===== src/rtl/tournament_chooser_table.sv =====
// Fetch-side tournament chooser: PC-indexed 2-bit selector table, final prediction mux and speculative GHR.
// Optional: define TOURNAMENT_BYPASS_EN for write-through of a same-index update into the lookup result.
module tournament_chooser_table #(
   parameter int unsigned INDEX_BITS = 6,
   parameter int unsigned GHR_BITS   = 8
) (
   input  logic                clk,
   input  logic                rst,
   input  logic                lookup_en,
   input  logic                lookup_stall,
   input  logic [31:0]         lookup_pc,
   output logic                pred_valid,
   output logic [1:0]          pred_sel,
   input  logic [1:0]          pred_local,
   input  logic [1:0]          pred_global,
   output logic                pred_taken,
   input  logic                spec_shift_en,
   input  logic                spec_taken,
   input  logic                load_prediction,
   input  logic [31:0]         update_pc,
   input  logic [1:0]          update_sel,
   input  logic                repair_en,
   input  logic [GHR_BITS-1:0] repair_ghr,
   input  logic                repair_taken,
   output logic [GHR_BITS-1:0] ghr
);

   localparam int unsigned DEPTH = 1 << INDEX_BITS;
   localparam logic [1:0]  SEL_WEAK_LOCAL = 2'b01;

   logic [1:0]            table_q [DEPTH];
   logic [INDEX_BITS-1:0] lookup_idx;
   logic [INDEX_BITS-1:0] update_idx;
   logic [1:0]            read_sel_c;
   logic                  unused_bits;

   assign lookup_idx = lookup_pc[INDEX_BITS+1:2];
   assign update_idx = update_pc[INDEX_BITS+1:2];

   // Bits above the index are deliberately ignored: untagged table, aliasing is intended.
   assign unused_bits = ^{lookup_pc[31:INDEX_BITS+2], lookup_pc[1:0],
                          update_pc[31:INDEX_BITS+2], update_pc[1:0],
                          pred_local[0], pred_global[0], repair_ghr[GHR_BITS-1]};

`ifdef TOURNAMENT_BYPASS_EN
   assign read_sel_c = (load_prediction && (update_idx == lookup_idx)) ? update_sel
                                                                      : table_q[lookup_idx];
`else
   assign read_sel_c = table_q[lookup_idx];
`endif

   // Chooser table: single write port, never blocked by fetch stalls.
   always_ff @(posedge clk or posedge rst) begin
      if (rst) begin
         for (int unsigned i = 0; i < DEPTH; i++) begin
            table_q[i] <= SEL_WEAK_LOCAL;
         end
      end else if (load_prediction) begin
         table_q[update_idx] <= update_sel;
      end
   end

   // Registered lookup; stall freezes both outputs.
   always_ff @(posedge clk or posedge rst) begin
      if (rst) begin
         pred_valid <= 1'b0;
         pred_sel   <= SEL_WEAK_LOCAL;
      end else if (!lookup_stall) begin
         pred_valid <= lookup_en;
         if (lookup_en) begin
            pred_sel <= read_sel_c;
         end
      end
   end

   assign pred_taken = pred_valid & (pred_sel[1] ? pred_global[1] : pred_local[1]);

   // Speculative history; a repair overrides any same-cycle speculative shift.
   always_ff @(posedge clk or posedge rst) begin
      if (rst) begin
         ghr <= '0;
      end else if (repair_en) begin
         ghr <= {repair_ghr[GHR_BITS-2:0], repair_taken};
      end else if (spec_shift_en) begin
         ghr <= {ghr[GHR_BITS-2:0], spec_taken};
      end
   end

endmodule


===== config.mk =====
export PLATFORM = sky130hd
export DESIGN_NAME = tournament_chooser_table
export DESIGN_NICKNAME = d
export VERILOG_FILES = /design/src/rtl/tournament_chooser_table.sv
export SDC_FILE = /design/constraint.sdc
export NUM_CORES = 1
export LEC_CHECK = 0
export ABC_AREA = 1
export CAP_MARGIN = 25
export CORE_MARGIN = 10
export CORE_UTILIZATION = 30
export DETAILED_ROUTE_END_ITERATION = 6
export SYNTH_ARGS = -nofsm -noshare
export SYNTH_HDL_FRONTEND = slang
export SYNTH_SLANG_ARGS = --single-unit

===== constraint.sdc =====
create_clock -name clk -period 4.2 [get_ports clk]
set_input_delay 0.42 -clock clk [delete_from_list [all_inputs] [get_ports clk]]
set_output_delay 0.42 -clock clk [all_outputs]
set_load 0.005 [all_outputs]

# [After elaboration in Yosys (flattened, before gate mapping)]
# Cells that the tools add are included.
[totals] out_inout_bits=12 input_bits=87 word_cells=86 ff_bits=139
[op_classes] reduce_logical=3 magnitude_cmp=3 n_bitwise=4 muxes=9
[ops] op="$bwmux W128" n=1
[ops] op="$mux W8" n=2
[ops] op="$ge A7 B7 Y1 const B" n=2
[ops] op="$not A6 Y7" n=2
[ops] op="$bmux W2 S6" n=1
[ops] op="$demux W2 S6" n=1
[ops] op="$lt A7 B1 Y1 const B" n=1
[ops] op="$mux W2" n=3
[ops] op="$reduce_and A2 Y1" n=1
[ops] op="$reduce_bool A2 Y1" n=1
[ops] op="$and A1 B1 Y1" n=1
[ops] op="$logic_and A1 B1 Y1" n=1
[ops] op="$mux W1" n=1
[ops] op="$not A1 Y1" n=1

# [Logic depth before layout (Yosys ltp)]
[logic_depth] ltp_word=6 depth_mapped=12 depth_no_buf=11

# [Least setup slack after synthesis]
# Ideal clock, no wire load.
[synth_path] path_kind="input port to flip-flop" from="input update_pc[2]" to="register table_q[28] (netlist name)" path_slack_ps=2611 path_stages=7 required_ps=4127 t_arrival_ps=1516 path_buffers=1 path_cell_list="buf_6 inv_2 nor3_1 nand2_2 nor4_4 nor2_1 a21oi_1"
[synth_between] elab_chain_len=6
[synth_lines] element="start: declaration" line="20" text="input logic [31:0] update_pc,"
[synth_lines] element="$not A6 Y7 (implied by the code) *" line="59" text="table_q[update_idx] <= update_sel;"
[synth_lines] element="$ge A7 B7 Y1 (implied by the code) / $lt A7 B1 Y1 (equally long branches)" line="59"
[synth_lines] element="$logic_and A1 B1 Y1 (implied by the code)" line="59"
[synth_lines] element="$mux W2 (implied by the code)" line="59"
[synth_lines] element="$demux W2 S6 *" line="59"
[synth_lines] element="$bwmux W128 *" line="59"
[synth_lines] element="end signal: indexed assignment" line="59"
[synth_lines] element="end: declaration" line="31" text="logic [1:0] table_q [DEPTH];"
# Every way passes the cells marked *; elsewhere a longest branch is shown, timed or not.
# A chain may end at the register's enable or synchronous reset.

# [Final worst setup path]
[layout_path] from="input update_pc[2]" to="register table_q[47] (netlist name)"
# The elaborated chain is that of the path after synthesis.

==> impl_metrics.toml <==
[placement]
dp_hpwl_um = 11840
place.gp.congestion = 0.8112
io_buffer_count = 43

[cts]
clk_latency_ns = 0.43
cts_inserted_buffers = 17
cts_tree = "built"
cts_setup_buffers = 0
cts_max_path_buffers = 2
cts_resized = 0
cts-htree-levels = 4
cts.sinks = 139
postCtsHoldBufs = 0
clk_pin_slew_ns = 0.06
root_buffer = "clkbuf_16"

[timing]
hold_viol_final = 0
rsz0062_at_grt = "false"
clock.fmax_ghz = 0.4305
finalMaxSlewViolations = 0
tns_ns = 0
layout_min_cycle_time_ns = 2.323
worst_slew_pin_slew_ns = 0.7985
fin_crit_sh_pct = 55.31
max_slew_margin_pct = 46.69
skew_ns = 0.007260
finalSetupViolations = 0

[worst_setup_path]
cp_top_family = "simple AND/OR/NAND/NOR gates"
r2r_slack_ns = 2.76
cp_data_arrival_time_ns = 2.60
rr_worst_depth = 10
slowest_stage = "clkdlybuf4s50_1"
path_class = "in2reg"
r2r-end = "pred_sel[0]"
worstPathRequired_ns = 4.48
cp_cell_sequence = "clkdlybuf4s50_1, nor3_1, nand2_1, nor4_4, a21oi_1"
critPathBufInv = 1
max_stage_delay_ns = 0.67
r2r_start = "table_q[96]"
startpoint_type = "input port"
end_kind = "flip-flop"
crit_fanout = 8
crit_start = "update_pc[2]"

[min_path]
hold_path.class = "reg2reg"
hp-start = "pred_sel[0]"
hold_path_depth = 2
holdPathEnd = "pred_sel[0]"

[route]
first_pass_iters = 5
vias = 5842
antenna_left = 0
drc = 0
wl_um = 18630
drtIter0Drc = 487
viasPerCell = 4.934
routedWlPerCell_um = 15.73

[pwr]
p_leak_nw = 3.275
peakVddDrop_mv = 0.2135
cellPowerDensity_nw_per_um2 = 443.9

[yosys]
synth-edff-count = 0
synth_warnings = 0
synth_top_area_share_pct = 26.97
yosysTopAreaCell = "dfrtp_1"
syn_inst = 853
yosysSeqAreaShare_pct = 51.84
ys_seq_elements = 139
synthTopCellsByArea = "dfrtp_1 27%, dfstp_2 25%, nand2_1 17%"
syn_area_per_cell_um2 = 8.050
synthArstFlopShare_pct = 100.0
ys.flop_type = "dfrtp_1"
netlist_area_um2 = 6867
synth_cell_types = 25
syn_nets = 940

[die]
die_area_um2 = 29340
fp-row-count = 55
io-pin-count = 99
core_um2 = 22570
dieHeight_um = 171.3
die_w_um = 171.3
start_util_pct = 30.42

[finish]
multi_input_area_um2 = 3014
nFillCells = 2375
area_delta_synth_final_pct = 18.35
final_layout_size_suffix_gt1_share_pct = 15.14
seq_area_um2 = 3560
num-nets-final = 973
final_util_pct = 36.00

[global_route]
grt_pass1_wl_um = 30460
grt_pass1_vias = 5858
overflow = 0
grt_max_degree = 81
grt_usage_pct = 13.16
antenna_found_initial = 1

[status]
status = "complete, no violations"

[run]
drv_cap = 0
[power breakdown]
part / internal [W] / leakage (nW) / switching (W)
sequential: 0.00159 / 1.64 / 0.000102
clock: 0.000833 / 0.269 / 0.000569
combinational: 0.000206 / 1.37 / 0.000308
total: 0.00263 / 3.28 / 0.000978
[how the worst max path moves through the flow]
stage | endpoint | slack, ns | cells past startpoint
finish | table_q[47] | 1.88 | 5
global route | table_q[47] | 1.75 | 6
CTS | table_q[46] | 1.90 | 6
detailed placement | table_q[47] | 1.52 | 5
global placement | pred_sel[1] | 1.37 | 11
floorplan | ghr[0] | 0.16 | 1
[cell families after synthesis]
logic type / after synthesis / share of synthesized area (%)
AOI/OAI and AO/OA: 146 / 10.71
DFF: 139 / 51.84
and+or+nand+nor: 499 / 33.18
buffers and inverters: 69 / 4.264
[final cells by class]
| cell class | count | share of cell area (%) |
|---|---|---|
| sequential | 139 | 43.80 |
| multi-input combinational | 645 | 37.09 |
| timing repair buffer | 53 | 6.405 |
| clock buffer | 22 | 5.712 |
| tap | 285 | 4.388 |
| inverter | 30 | 1.678 |
| clock inverter | 9 | 0.8930 |
| antenna | 1 | 0.03079 |
[placed cells by master (no fill, tap or decap), types with 2 or more instances in the layout]
cell type,Yosys,routed
inv_1,20,19
clkinv_1,2,2
clkbuf_16,0,17
nor4_4,8,8
o21ai_1,17,17
clkbuf_1,31,3
nand3_1,120,120
nand2_1,320,320
inv_6,1,2
dfstp_2,65,65
clkbuf_8,0,2
clkdlybuf4s50_1,0,42
o22ai_1,3,3
dfrtp_1,74,74
inv_2,6,6
clkinv_2,0,7
nor3_4,6,6
a21oi_1,25,25
nor2_2,5,5
nor3_2,2,2
buf_4,0,9
nor2_1,28,28
o21ai_0,100,100
nor3_1,8,8
nand2_2,2,2
[tightest hold or removal path, cell delays in order (launching register included)]
cell	delay (ns)
dfstp_2	0.37
nand2_1	0.06
nand2_1	0.05
[state kept, by name, indices dropped and copies added (netlist names)]
register,cells
table_q,128
ghr,8
pred_sel,2
pred_valid,1
[cells in the mapped netlist, drive strengths merged, types with 3 or more instances]
cell type	count
nand2	322
nand3	120
o21ai	117
dfrtp	74
dfstp	65
nor2	33
clkbuf	31
inv	27
a21oi	25
nor3	16
buf	8
nor4	8
o22ai	3
[routing by layer]
metal	global-route usage (%)	vias up	part of all wire, %
li1	-	2901	-
met1	16.63	2797	46
met2	20.89	124	46
met3	4.194	20	5.7
met4	4.234	0	1.9
met5	0	-	0
[per-stage QoR]
step,instance area [µm²],std cells,total power (W),hold WS (ns),worst slack [ns]
after global routing,8127,1184,0.003788,0.4873,1.753
after global placement,7560,1151,0.002208,0.4588,1.367
after CTS,8124,1183,0.003636,0.4737,1.897
final,8127,1184,0.003607,0.4716,1.877
after floorplan,6867,853,0.002035,0.4529,0.1631
after detailed placement,7587,1152,0.002229,0.4632,1.520
Note: power is estimated with default switching activity, not from simulation.
